===== src/rtl/batch_capture_scheduler.sv =====
// Capture-run sequencer for the ADC input buffer: arms N batch captures,
// polices each drained frame, inserts idle gaps and reports done/err.
module batch_capture_scheduler #(
    parameter  int BATCH_SIZE = 2048,
    parameter  int MAX_RUNS   = 8,
    parameter  int GAP_WIDTH  = 16,
    parameter  int TIMEOUT    = 65536,
    localparam int RUNS_W     = $clog2(MAX_RUNS + 1),
    localparam int IDX_W      = (MAX_RUNS > 1) ? $clog2(MAX_RUNS) : 1
) (
    input  logic                 clk,
    input  logic                 reset_n,
    input  logic                 start,
    input  logic                 abort,
    input  logic [RUNS_W-1:0]    cfg_runs,
    input  logic [GAP_WIDTH-1:0] cfg_gap,
    output logic                 capture_req,
    input  logic                 capture_ack,
    input  logic                 src_valid,
    input  logic                 src_sop,
    input  logic                 src_eop,
    output logic                 busy,
    output logic                 done,
    output logic                 err,
    output logic [1:0]           err_code,
    output logic [IDX_W-1:0]     run_idx
);

    localparam int CNT_W = $clog2(BATCH_SIZE + 1);
    localparam int TO_W  = (TIMEOUT > 1) ? $clog2(TIMEOUT) : 1;

    localparam logic [CNT_W-1:0] CNT_FULL = CNT_W'(BATCH_SIZE);
    localparam logic [TO_W-1:0]  TO_LAST  = TO_W'(TIMEOUT - 1);

    localparam logic [1:0] E_TMO = 2'd1;
    localparam logic [1:0] E_FRM = 2'd2;
    localparam logic [1:0] E_CNT = 2'd3;

    typedef enum logic [2:0] {
        S_IDLE,
        S_ARM,
        S_CAPTURE,
        S_DRAIN,
        S_GAP,
        S_DONE
    } state_e;

    state_e               state_q, state_d;
    logic [RUNS_W-1:0]    runs_q, runs_d;
    logic [GAP_WIDTH-1:0] gcfg_q, gcfg_d;
    logic [GAP_WIDTH-1:0] gap_q, gap_d;
    logic [TO_W-1:0]      tmo_q, tmo_d;
    logic [CNT_W-1:0]     cnt_q, cnt_d;
    logic                 frame_q, frame_d;
    logic [IDX_W-1:0]     idx_q, idx_d;
    logic                 err_q, err_d;
    logic [1:0]           code_q, code_d;

    logic                 fault;
    logic [1:0]           fcode;
    logic [CNT_W-1:0]     beat_cnt;
    logic                 last_run;
    logic                 cfg_ok;

    assign cfg_ok   = (cfg_runs != '0) && (cfg_runs <= RUNS_W'(MAX_RUNS));
    assign last_run = (RUNS_W'(idx_q) == runs_q - RUNS_W'(1));

    always_ff @(posedge clk or negedge reset_n) begin
        if (!reset_n) begin
            state_q <= S_IDLE;
            runs_q  <= '0;
            gcfg_q  <= '0;
            gap_q   <= '0;
            tmo_q   <= '0;
            cnt_q   <= '0;
            frame_q <= 1'b0;
            idx_q   <= '0;
            err_q   <= 1'b0;
            code_q  <= '0;
        end else begin
            state_q <= state_d;
            runs_q  <= runs_d;
            gcfg_q  <= gcfg_d;
            gap_q   <= gap_d;
            tmo_q   <= tmo_d;
            cnt_q   <= cnt_d;
            frame_q <= frame_d;
            idx_q   <= idx_d;
            err_q   <= err_d;
            code_q  <= code_d;
        end
    end

    always_comb begin
        state_d  = state_q;
        runs_d   = runs_q;
        gcfg_d   = gcfg_q;
        gap_d    = gap_q;
        tmo_d    = tmo_q;
        cnt_d    = cnt_q;
        frame_d  = frame_q;
        idx_d    = idx_q;
        err_d    = err_q;
        code_d   = code_q;
        fault    = 1'b0;
        fcode    = 2'd0;
        beat_cnt = '0;

        unique case (state_q)
            S_IDLE: begin
                if (start && cfg_ok) begin
                    state_d = S_ARM;
                    runs_d  = cfg_runs;
                    gcfg_d  = cfg_gap;
                    err_d   = 1'b0;
                    code_d  = 2'd0;
                    idx_d   = '0;
                end
            end
            S_ARM: begin
                state_d = S_CAPTURE;
                tmo_d   = '0;
            end
            S_CAPTURE: begin
                if (capture_ack) begin
                    state_d = S_DRAIN;
                    cnt_d   = '0;
                    frame_d = 1'b0;
                    tmo_d   = '0;
                end else if (tmo_q == TO_LAST) begin
                    fault = 1'b1;
                    fcode = E_TMO;
                end else begin
                    tmo_d = tmo_q + TO_W'(1);
                end
            end
            S_DRAIN: begin
                tmo_d = tmo_q + TO_W'(1);
                if (src_valid) begin
                    if (src_sop == frame_q) begin
                        // sop inside a frame, or data before any sop
                        fault = 1'b1;
                        fcode = E_FRM;
                    end else if (!src_sop && cnt_q == CNT_FULL) begin
                        fault = 1'b1;
                        fcode = E_CNT;
                    end else begin
                        beat_cnt = src_sop ? CNT_W'(1) : cnt_q + CNT_W'(1);
                        cnt_d    = beat_cnt;
                        frame_d  = !src_eop;
                        if (src_eop) begin
                            if (beat_cnt != CNT_FULL) begin
                                fault = 1'b1;
                                fcode = E_CNT;
                            end else if (last_run) begin
                                state_d = S_DONE;
                            end else begin
                                idx_d   = idx_q + IDX_W'(1);
                                gap_d   = gcfg_q;
                                state_d = S_GAP;
                            end
                        end
                    end
                end
                if (!fault && state_d == S_DRAIN && tmo_q == TO_LAST) begin
                    fault = 1'b1;
                    fcode = E_TMO;
                end
            end
            S_GAP: begin
                // a zero gap still spends one cycle here
                if (gap_q <= GAP_WIDTH'(1)) begin
                    state_d = S_ARM;
                end else begin
                    gap_d = gap_q - GAP_WIDTH'(1);
                end
            end
            S_DONE: begin
                state_d = S_IDLE;
            end
            default: begin
                state_d = S_IDLE;
            end
        endcase

        if (fault) begin
            state_d = S_IDLE;
            err_d   = 1'b1;
            code_d  = fcode;
        end

        if (abort) begin
            state_d = S_IDLE;
            runs_d  = runs_q;
            gcfg_d  = gcfg_q;
            idx_d   = idx_q;
            err_d   = err_q;
            code_d  = code_q;
        end
    end

    assign capture_req = (state_q == S_ARM) && !abort;
    assign busy        = (state_q != S_IDLE);
    assign done        = (state_q == S_DONE);
    assign err         = err_q;
    assign err_code    = code_q;
    assign run_idx     = idx_q;

endmodule


===== config.mk =====
export PLATFORM = sky130hd
export DESIGN_NAME = batch_capture_scheduler
export DESIGN_NICKNAME = d
export VERILOG_FILES = /design/src/rtl/batch_capture_scheduler.sv
export SDC_FILE = /design/constraint.sdc
export NUM_CORES = 1
export LEC_CHECK = 0
export CORE_UTILIZATION = 45
export DETAILED_ROUTE_END_ITERATION = 10
export PLACE_DENSITY = 0.77
export SLEW_MARGIN = 20
export SYNTH_ARGS = -nofsm -noshare
export SYNTH_HDL_FRONTEND = slang
export SYNTH_SLANG_ARGS = --single-unit

===== constraint.sdc =====
create_clock -name clk -period 2.7 [get_ports clk]
set_clock_uncertainty 0.15 [all_clocks]
set_input_delay 0.54 -clock clk [delete_from_list [all_inputs] [get_ports clk]]
set_output_delay 0.54 -clock clk [all_outputs]
set_load 0.01 [all_outputs]

---- Word level (Yosys, flattened, before mapping) ----
Index checks and enable logic that the tools add are counted.
storage, ports and cells
  bits in registers ....................... 74
  output and inout port bits .............. 9
cells by class
  add/sub/neg operators ................... 5
  magnitude comparators ................... 2
  eq/ne operators ......................... 24
  multiplexer cells ....................... 68
  bitwise gates (word level) .............. 1
  reduce and logical (&&, ||, !) cells .... 26
operators with widths
  kind                   count
  $mux 16                9
  $mux 12                5
  $mux 3                 18
  $pmux 16 s3            1
  $pmux 16 s2            1
  $pmux 12 s2            1
  $mux 1                 19
  $mux 2                 9
  $ne 2x2->1 const B     9
  $add 16x1->16 const B  1
  $eq 16x16->1 const B   1
  $le 16x1->1 const B    1
  $sub 16x1->16 const B  1
  $pmux 3 s5             1
  $add 12x1->12 const B  1
  $eq 12x12->1 const B   1
  $ne 12x12->1 const B   1
  $ne 4x4->1 const B     3
  $reduce_bool 2->1      5
  $eq 3x2->1 const B     3
  $reduce_and 3->1       3
  $reduce_and 9->1       1
  $reduce_and 8->1       1
  $eq 3x3->1 const B     2
  18 further kinds       28

---- Logic depth before layout (Yosys ltp) ----
  word-level depth ........................ 16
  depth in mapped cells ................... 10

---- Worst setup path after synthesis ----
No wires, ideal clock.
  path kind ............................... register to register
  from .................................... register gap_q[0]
  to ...................................... register gap_q[15]
  data arrival time ....................... 2263 ps
  required time ........................... 2427 ps
  setup slack ............................. 163 ps
  cell stages (with the launch flop) ...... 8
  path buffers ............................ 0
  cell sequence ........................... dfrtp_1 > or4_4 > or3_4 > or3_4 > or2_4 > o31a_1 > o21ai_1 > o21ai_1
on the way
  word-level cells in the longest chain between the ends .. 3
  elaborated cells between the ends (all ways) .. 6
  those cells by class .................... add/sub (1); order compare (1); eq/ne (1); mux (2); reduce/logical (1)
RTL lines
  item                                                              RTL line  text
  start: declaration                                                51        logic [GAP_WIDTH-1:0] gap_q, gap_d;
  start signal: assignment                                          84        gap_q <= gap_d;
  $le 16x1->1 / $sub 16x1->16 (equally long branches)               172, 175
  $ne 2x2->1 (no line) / $mux 16 (equally long branches)            --
  $reduce_and 8->1 (no line) / $pmux 16 s2 (equally long branches)  --
Several ways; a longest one is shown, not always the timed one. The select of a mux whose other input is x is not followed.
A chain may end at the register's enable or synchronous reset.

---- Worst setup path after layout ----
  from .................................... register cnt_q[3]
  to ...................................... register idx_q[2] (netlist: run_idx[2])
on the way
  word-level cells in the longest chain between the ends .. 5
  elaborated cells between the ends (all ways) .. 8
  those cells by class .................... add/sub (1); eq/ne (4); mux (1); reduce/logical (2)
RTL lines
  item                          RTL line  text
  start: declaration            53        logic [CNT_W-1:0] cnt_q, cnt_d;
  start signal: assignment      86        cnt_q <= cnt_d;
  $add 12x1->12                 148       beat_cnt = src_sop ? CNT_W'(1) : cnt_q + CNT_W'(1);
  $mux 12                       148
  $ne 12x12->1                  152       if (beat_cnt != CNT_FULL) begin
  $ne 2x2->1 (no line)          --
  $reduce_and 9->1 (no line) *  --
  end signal: assignment        88        idx_q <= idx_d;
  end: declaration              55        logic [IDX_W-1:0] idx_q, idx_d;
Mark *: on every way between the ends. The rest lies on a longest branch, timed or not.

==> PnR_summary.wiki <==
{| class="wikitable"
! Metric !! Value
|-
| Via-per-instance ratio || between 5 and 6
|-
| Commonest cells in the synthesized netlist || dfrtp_1, nand2_1, o21ai_0, nor2_1, a21oi_1
|-
| Endpoints failing setup || 0
|-
| CP Launch Type || register
|-
| Total track usage || 0.207
|-
| Effective utilization at floorplan || 0.474
|-
| Floorplan die width || 98.8 um
|-
| VDD IR-drop max || about 0.4 mV
|-
| Fin cells || roughly 660
|-
| Number of warnings reported in the yosys synthesis log || 0
|-
| Count of nets left with antenna violations after detail routing || 0
|-
| Number of levels the H-tree was split into || 3
|-
| Final hold violation count || 0
|-
| Distinct cell type count of the synthesized netlist || 61
|-
| Initial antenna violation count || 0
|-
| CP Max Fanout || 7
|-
| Via count of the first global-routing pass || 3533
|-
| Worst slew margin || 0.512
|-
| Die Outline Area || between 0.009 and 0.01 mm^2
|-
| Synthesized net count || 526
|-
| Run status || finished clean
|-
| Fraction of layout instances using a drive strength above 1 || 0.137
|-
| Placeable core area || around 0.0089 mm^2
|-
| Grt ovf || 0
|-
| Average cell area after synthesis || roughly 8.6 um^2
|-
| Total wire length after detailed routing || 9.65 mm
|-
| Antenna Cells || 0
|-
| Internal reg-to-reg setup slack || 0.07 ns
|-
| Synthesized instance count || a little under 500
|-
| Transition at the pin with the smallest max-transition slack || 0.732 ns
|-
| WL/cell || 14.7 um
|-
| Root buffer cell || clkbuf_8
|-
| WP data arrival || 2.76 ns
|-
| Count of standard-cell rows || 34
|-
| Overall via count from detail_route || 3733
|-
| Required arrival time at the worst endpoint || 2.84 ns
|-
| Library cell occupying the most area in the post-synthesis netlist || dfrtp_1
|-
| Largest stage delay, worst path || 0.48 ns
|-
| Buffers on Ports || 36
|-
| Count of filler cells inserted in the layout || 769
|-
| Area added between synthesis and finish || 20.2%
|-
| HPWL after detailed placement || 6.85 mm
|-
| Leakage power of the design || 2.26 nW
|-
| DRC violation count after routing || 0
|-
| Cell count after placement || 637
|-
| Share of flip-flops with an asynchronous set or reset || 1.00
|-
| Sequential area share after synthesis || 0.439
|-
| Classification of the worst setup path || reg -> reg
|-
| Ports || 37
|-
| First-pass GRT wire length || between 15 and 20 mm
|-
| Length of the first detailed-routing pass in iterations || 4
|-
| Area of the mapped netlist || 0.00422 mm^2
|-
| Worst Path Buf+Inv || 1
|-
| Main synth FF type || dfrtp_1
|-
| Hold Buf Count CTS || 0
|-
| Net count, final || 578
|-
| Number of slew-limit violations in the final report || 0
|-
| Clock sinks || 74
|-
| First-iteration detailed-routing DRC count || 154
|-
| Total power divided by cell area || between 500 and 600 mW/mm^2
|-
| Number of synthesized register bits || 74
|-
| Worst min path class || in -> async
|-
| Master of the slowest instance on the critical path || dfrtp_1
|-
| Final weighted congestion in routability-driven placement || 0.884
|-
| Share of the clock period used by the worst path || 0.974
|-
| Maximum clock frequency || 380 MHz
|-
| Clock transition at the registers of the reported paths || 0.09 ns
|-
| Die height || 98.8 um
|-
| Clock latency of the later-clocked register in the worst-skew pair || around 0.36 ns
|-
| Number of buffers on the longest clock path || 2
|-
| Category of the worst setup path capture point || register
|-
| Clock tree from TritonCTS || built
|-
| Number of enable flip-flop cells after synthesis || 0
|-
| Number of maximum-capacitance violations || 0
|-
| Number of buffers added by the clock tree synthesis step || 9
|-
| Crit path max-delay family || simple AND/OR/NAND/NOR gates
|-
| Largest net degree at the start of global routing || 39
|-
| Top post-synthesis cells by area || dfrtp_1, nand2_1, o21ai_0, nor2_1, xor2_1
|-
| Area share of the largest cell type after synthesis || 0.439
|-
| Min cycle time layout || roughly 2.6 ns
|-
| Final core utilization || 0.570
|-
| Crit path cell chain || and4_2 -> and4_1 -> o2111ai_2 -> nor4_4 -> buf_4 -> a21oi_2 -> or4_1 -> a21oi_1
|}
[worst register-to-register path: stages (launching register included)]
cell and delay [ns]:
dfrtp_1 0.48, and4_2 0.36, and4_1 0.27, o2111ai_2 0.17
nor4_4 0.33, buf_4 0.18, a21oi_2 0.06, or4_1 0.40
a21oi_1 0.15
[layout by cell type, fill, tap and decap left out, types with 14 or more instances in the layout]
cell,count
nand3_1,15
nor2_1,46
xor2_1,14
dfrtp_1,73
buf_4,30
clkdlybuf4s50_1,34
o21ai_0,48
nand2_1,74
inv_1,19
a21oi_1,24
[per-layer routing]
layer  track usage  routed length, um
met4        0.0574                184
met3        0.0475                390
met5             0                  0
met2         0.365               4890
met1         0.255               4190
[timing repair]
action / CTS / global route
buffers inserted: 0 / 3
endpoints found under the hold margin: 0 / 0
endpoints found under the setup margin: 1 / 21
pin swaps: 1 / 6
resized for setup: 2 / 10
[report_power, final]
part	internal [mW]	switching [mW]
clock network	0.359	0.442
registers	1.24	0.0987
logic	0.280	0.300
total	1.88	0.841
[cell families after synthesis]
group,share of synthesized area
adder cells (fa/ha/maj),0.0208
flip-flops,0.439
buffers and inverters,0.0490
AO/OA/AOI/OAI,0.185
multiplexers,0.00534
XOR/XNOR,0.0436
AND/OR/NAND/NOR,0.257
[state kept, by name (all words and copies together), names as in the netlist]
signal and flops:
cnt_q 12, err 1, err_code 2, frame_q 1, gap_q 16, gcfg_q 16, run_idx 3, runs_q 4
state_q 3, tmo_q 16
[area by class of cell]
cell class | count | area [um^2] | share of cell area
clock buffers | 10 | 138 | 0.0272
clock inverters | 6 | 40.0 | 0.00790
inverters | 19 | 71.3 | 0.0141
multi-input cells | 371 | 2210 | 0.436
flip-flops and latches | 74 | 1850 | 0.366
well taps | 108 | 135 | 0.0267
repair buffers | 68 | 619 | 0.122
[final timing paths]
check / from / endpoint / depth (start not counted)
worst max-delay path: cnt_q[3] / run_idx[2] / 8
worst min-delay path: reset_n / gap_q[0] / 1
worst max register to register: cnt_q[3] / run_idx[2] / 8
worst min register to register: tmo_q[8] / tmo_q[8] / 1
max in group asynchronous: reset_n / err / 2
min in group clk: tmo_q[8] / tmo_q[8] / 1
[metrics by stage]
stage	hold slack [ns]	power (mW)	setup TNS [ns]	setup WS [ns]	instance area (um^2)
final	0.0839	2.72	0	0.0715	5070
after global routing	0.126	2.88	-0.0653	-0.0354	5070
after CTS	0.0961	2.74	0	0.0225	5000
after detailed placement	0.318	1.94	-3.85	-0.235	4810
after global placement	0.319	1.91	-1.87	-0.130	4810
after floorplan	0.0944	1.68	0	0.163	4220
Power figures use the tool's default switching activity.
